<file path="src/rtl/seg7_multi_display.sv">
// Multi-digit hex seven-segment driver: latches a value, decodes one digit per clock.
// Ports: clock/resetn, load/value/blank_lz handshake, blink_en, ready/done status, HEX segments.
module seg7_multi_display #(
  parameter int NUM_DIGITS = 6,
  parameter int BLINK_DIV  = 25000000,
  parameter int ACTIVE_LOW = 1
) (
  input  logic                    clock,
  input  logic                    resetn,
  input  logic                    load,
  input  logic [4*NUM_DIGITS-1:0] value,
  input  logic                    blank_lz,
  input  logic                    blink_en,
  output logic                    ready,
  output logic                    done,
  output logic [7*NUM_DIGITS-1:0] HEX
);

  localparam int IW = (NUM_DIGITS > 1) ? $clog2(NUM_DIGITS) : 1;
  localparam int CW = $clog2(BLINK_DIV);
  localparam logic [IW-1:0] LAST_IDX = IW'(NUM_DIGITS - 1);
  localparam logic [CW-1:0] LAST_CNT = CW'(BLINK_DIV - 1);

  typedef enum logic {IDLE, SCAN} state_t;

  state_t                  state_q;
  logic [4*NUM_DIGITS-1:0] val_q;
  logic                    lz_q;
  logic                    lzrun_q;
  logic [IW-1:0]           idx_q;
  logic                    done_q;
  // Segment registers hold "segment lit" bits; polarity is applied at the pins.
  logic [6:0]              seg_q [NUM_DIGITS];
  logic [CW-1:0]           cnt_q;
  logic                    phase_q;

  logic [3:0]              nib;
  logic [6:0]              seg_d;

  function automatic logic [6:0] dec(input logic [3:0] n);
    logic [6:0] s;
    case (n)
      4'h0: s = 7'h3F;
      4'h1: s = 7'h06;
      4'h2: s = 7'h5B;
      4'h3: s = 7'h4F;
      4'h4: s = 7'h66;
      4'h5: s = 7'h6D;
      4'h6: s = 7'h7D;
      4'h7: s = 7'h07;
      4'h8: s = 7'h7F;
      4'h9: s = 7'h6F;
      4'hA: s = 7'h77;
      4'hB: s = 7'h7C;
      4'hC: s = 7'h39;
      4'hD: s = 7'h5E;
      4'hE: s = 7'h79;
      default: s = 7'h71;
    endcase
    return s;
  endfunction

  always_comb begin
    nib = val_q[4*idx_q +: 4];
    // Digit 0 is exempt so an all-zero value still shows one "0".
    if (lz_q && lzrun_q && nib == 4'h0 && idx_q != '0)
      seg_d = 7'h00;
    else
      seg_d = dec(nib);
  end

  always_ff @(posedge clock or negedge resetn) begin
    if (!resetn) begin
      state_q <= IDLE;
      val_q   <= '0;
      lz_q    <= 1'b0;
      lzrun_q <= 1'b0;
      idx_q   <= '0;
      done_q  <= 1'b0;
      for (int k = 0; k < NUM_DIGITS; k++)
        seg_q[k] <= 7'h00;
    end else begin
      done_q <= 1'b0;
      unique case (state_q)
        IDLE: begin
          if (load) begin
            val_q   <= value;
            lz_q    <= blank_lz;
            idx_q   <= LAST_IDX;
            lzrun_q <= 1'b1;
            state_q <= SCAN;
          end
        end
        SCAN: begin
          seg_q[idx_q] <= seg_d;
          if (nib != 4'h0)
            lzrun_q <= 1'b0;
          if (idx_q == '0) begin
            state_q <= IDLE;
            done_q  <= 1'b1;
          end else begin
            idx_q <= idx_q - 1'b1;
          end
        end
      endcase
    end
  end

  // Blink timebase runs regardless of the scan FSM.
  always_ff @(posedge clock or negedge resetn) begin
    if (!resetn) begin
      cnt_q   <= '0;
      phase_q <= 1'b0;
    end else if (cnt_q == LAST_CNT) begin
      cnt_q   <= '0;
      phase_q <= ~phase_q;
    end else begin
      cnt_q <= cnt_q + 1'b1;
    end
  end

  assign ready = (state_q == IDLE);
  assign done  = done_q;

  for (genvar k = 0; k < NUM_DIGITS; k++) begin : g_pin
    logic [6:0] lit;
    assign lit = (blink_en && phase_q) ? 7'h00 : seg_q[k];
    assign HEX[7*k +: 7] = (ACTIVE_LOW != 0) ? ~lit : lit;
  end

endmodule

</file>
<file path="config.mk">
export PLATFORM = sky130hd
export DESIGN_NAME = seg7_multi_display
export DESIGN_NICKNAME = d
export VERILOG_FILES = /design/src/rtl/seg7_multi_display.sv
export SDC_FILE = /design/constraint.sdc
export NUM_CORES = 1
export LEC_CHECK = 0
export CORE_MARGIN = 5
export CORE_UTILIZATION = 58
export DETAILED_ROUTE_END_ITERATION = 16
export PLACE_DENSITY = 0.85
export SLEW_MARGIN = 20
export SYNTH_ARGS = -nofsm -noshare
export SYNTH_HDL_FRONTEND = slang
export SYNTH_SLANG_ARGS = --single-unit
</file>
<file path="constraint.sdc">
create_clock -name clock -period 3.4 [get_ports clock]
set_input_delay 0.85 -clock clock [delete_from_list [all_inputs] [get_ports clock]]
set_output_delay 0.85 -clock clock [all_outputs]
set_load 0.01 [all_outputs]
</file>
==> flow_summary_export.csv <==
group,metric,value,unit
run_status,status,"finished clean",
floorplan,initial_core_util,58.6,%
floorplan,die_w,100,um
final_layout,insertedDiodeCount,0,
cts,ctsResizeCount,0,
timing,slew_violations,0,
worst_setup_path,cp.depth,5,
hold_path,holdCritPathClass,"reg -> reg",
synthesis,synth-edff-count,0,
route,drt_pass1_iterations,5,
synthesis,synth_area_leader_cell,"dfrtp_1",
worst_setup_path,required,2550,ps
route,wl,10200,um
worst_setup_path,worstPathMaxFanout,42,
cts,clk_pin_slew,90,ps
cts,root_buffer,"clkbuf_8",
synthesis,yosysWarningCount,0,
cts,hold_buffers,0,
synthesis,ys.flop_type,"dfrtp_1",
synthesis,yosysSeqAreaShare,52.5,%
route,ant_nets,0,
final_layout,drive_gt1_share,12.0,%
synthesis,synth_seq_cells,99,
global_route,overflow,0,
cts,clock-sinks,99,
place,place.gp.congestion,0.851,
place,io_buffers,72,
power,ir_worst_vdd,566,uV
worst_setup_path,max_stage_delay,510,ps
timing,fmaxAchievable,0.314,GHz
worst_setup_path,crit_path_start,"blink_en",
floorplan,design.die.area,10000,um2
timing,final.setup.tns,0,ps
final_layout,fin_nets,567,
power,power.density,1010,nW/um2
cts,htreeDepth,3,
synthesis,avgSynthCellArea,10.3,um2
floorplan,pin_count,73,
synthesis,syn_area,4720,um2
synthesis,synth.most_common_cell,"nand2_1",
worst_setup_path,worstPathArrival,2330,ps
timing,hold_viol_final,0,
hold_path,holdPathStages,1,
flow_run,maxCapViolCount,0,
cts,cts_tree,"yes",
route,vias,3646,
worst_setup_path,path_cells,"clkdlybuf4s50_1, nand2_1, buf_4, nand2_1, clkdlybuf4s50_1",
global_route,grt_max_degree,51,
cts,cts_setup_buffers,0,
floorplan,core,8050,um2
timing,worst_pin_slew,882,ps
timing,maxSlewHeadroom,40.8,%
worst_setup_path,critPathTopFamily,"buffers and inverters",
worst_setup_path,startpoint_type,"input pin",
worst_setup_path,ff2ff_path_depth,9,
synthesis,synth_top_cell_area_share,52.5,%
cts,cts_buffers,9,
synthesis,yosys.cell_types.count,53,
global_route,track_usage,21.6,%
synthesis,synthCells,459,
synthesis,synth_commonest_cells,"nand2_1 (100), dfrtp_1 (99), o21ai_0 (34)",
hold_path,worstHoldStart,"phase_q",
final_layout,multi_input_area,2100,um2
timing,finClkSkew,6.66,ps
timing,setup-violations-final,0,
worst_setup_path,crit_buf_inv,3,
synthesis,syn_nets,497,
place,dp_hpwl,7350,um
route,drtIter0Drc,178,
final_layout,regArea,2480,um2
floorplan,die_h,100,um
worst_setup_path,crit_path_top_delay_cell,"clkdlybuf4s50_1",
worst_setup_path,end_kind,"primary output",
final_layout,fillers,584,
final_layout,finalInstanceArea,5780,um2
power,p_leak,2.69,nW
route,wl_per_cell,16.0,um
final_layout,area_delta_synth_final,22.4,%
floorplan,rows,33,
timing,period_share,93.5,%
cts,clockBufferDepth,2,
synthesis,async_flop_share,100,%
timing,period_needed,3180,ps
timing,rsz0062_at_grt,"false",
route,viasPerCell,5.71,
route,drc,0,
global_route,antenna_found_initial,0,
global_route,grt_pass1_wl,17400,um
synthesis,synth_area_leaders,"dfrtp_1 (52%), nand2_1 (8.0%), mux2_2 (6.4%)",
worst_setup_path,path_class,"in -> out",
worst_setup_path,r2r-start,"idx_q[0]",
place,place_area,5530,um2
cts,clkLatencyLatePin,360,ps
global_route,grt_pass1_vias,3691,
-- stage by stage --
step	setup slack, ps	hold WS, ps	instances	total power, mW	utilization, %
finish	220	486	639	5.82	71.8
global route	130	506	639	6.23	71.8
CTS	197	493	639	5.84	71.8
detailed placement	210	458	623	4.93	68.7
global placement	245	460	623	4.79	68.7
floorplan	1160	441	459	3.75	-
-- cell families after synthesis --
kind of cell | Yosys count | share of synthesized area [%]
buf+inv | 32 | 3.10
mux | 42 | 9.76
simple gates | 181 | 18.0
compound gates | 74 | 10.2
xor+xnor | 22 | 4.08
fa+ha+maj | 9 | 2.39
flops | 99 | 52.5
-- layout by cell type, fill, tap and decap left out, drive strengths merged, types with 2 or more instances in the layout --
cell / synthesis / layout
xnor2: 9 / 9
nand4: 8 / 8
and2: 2 / 2
mux2i: 13 / 13
nor2: 25 / 25
o22ai: 5 / 5
mux2: 29 / 29
nand3: 13 / 13
and4: 2 / 2
o21ai: 46 / 46
buf: 8 / 7
nor3: 6 / 6
a21oi: 5 / 5
clkinvlp: 0 / 2
nor2b: 5 / 5
nand2: 100 / 100
clkdlybuf4s50: 0 / 71
a21boi: 2 / 2
xor2: 13 / 13
a31oi: 4 / 4
inv: 13 / 15
bufinv: 0 / 3
o32ai: 2 / 2
nand2b: 4 / 4
ha: 9 / 9
dfrtp: 99 / 99
nor4b: 3 / 3
or3: 2 / 2
clkbuf: 11 / 9
and3: 7 / 7
-- power by group --
group,internal [mW],switching (mW),leakage [nW]
Combinational,1.34,1.63,1.35
Clock,0.494,0.408,0.116
Sequential,1.63,0.325,1.22
-- metal layers --
metal	vias to the layer above	GRT usage, %	routed length, um
li1	1714	-	-
met1	1794	27.5	4130
met2	111	35.8	5190
met3	27	5.21	597
met4	0	7.98	306
met5	-	0	0
-- area by class of cell --
cell class | instances | share of cell area [%]
Clock buffer | 9 | 2.14
Clock inverter | 7 | 2.12
Inverter | 13 | 0.845
Multi-Input combinational cell | 328 | 36.3
Sequential cell | 99 | 42.9
Tap cell | 105 | 2.27
Timing Repair Buffer | 78 | 13.4
-- path summary, 6_finish.rpt --
| path | end | slack [ps] |
|---|---|---|
| setup / recovery | HEX[35] | 220 |
| max in group asynchronous | seg_q[22] | 2210 |
| min in group asynchronous | val_q[11] | 500 |
| hold reg to reg | phase_q | 490 |
| setup reg to reg | seg_q[32] | 350 |
| hold / removal | phase_q | 490 |
-- flip-flops by register name (all words and copies together) (netlist names) --
| register | cells |
|---|---|
| cnt_q | 25 |
| done | 1 |
| idx_q | 3 |
| lz_q | 1 |
| lzrun_q | 1 |
| phase_q | 1 |
| seg_q | 42 |
| state_q | 1 |
| val_q | 24 |
No activity file was read; power rests on OpenSTA's default activity.
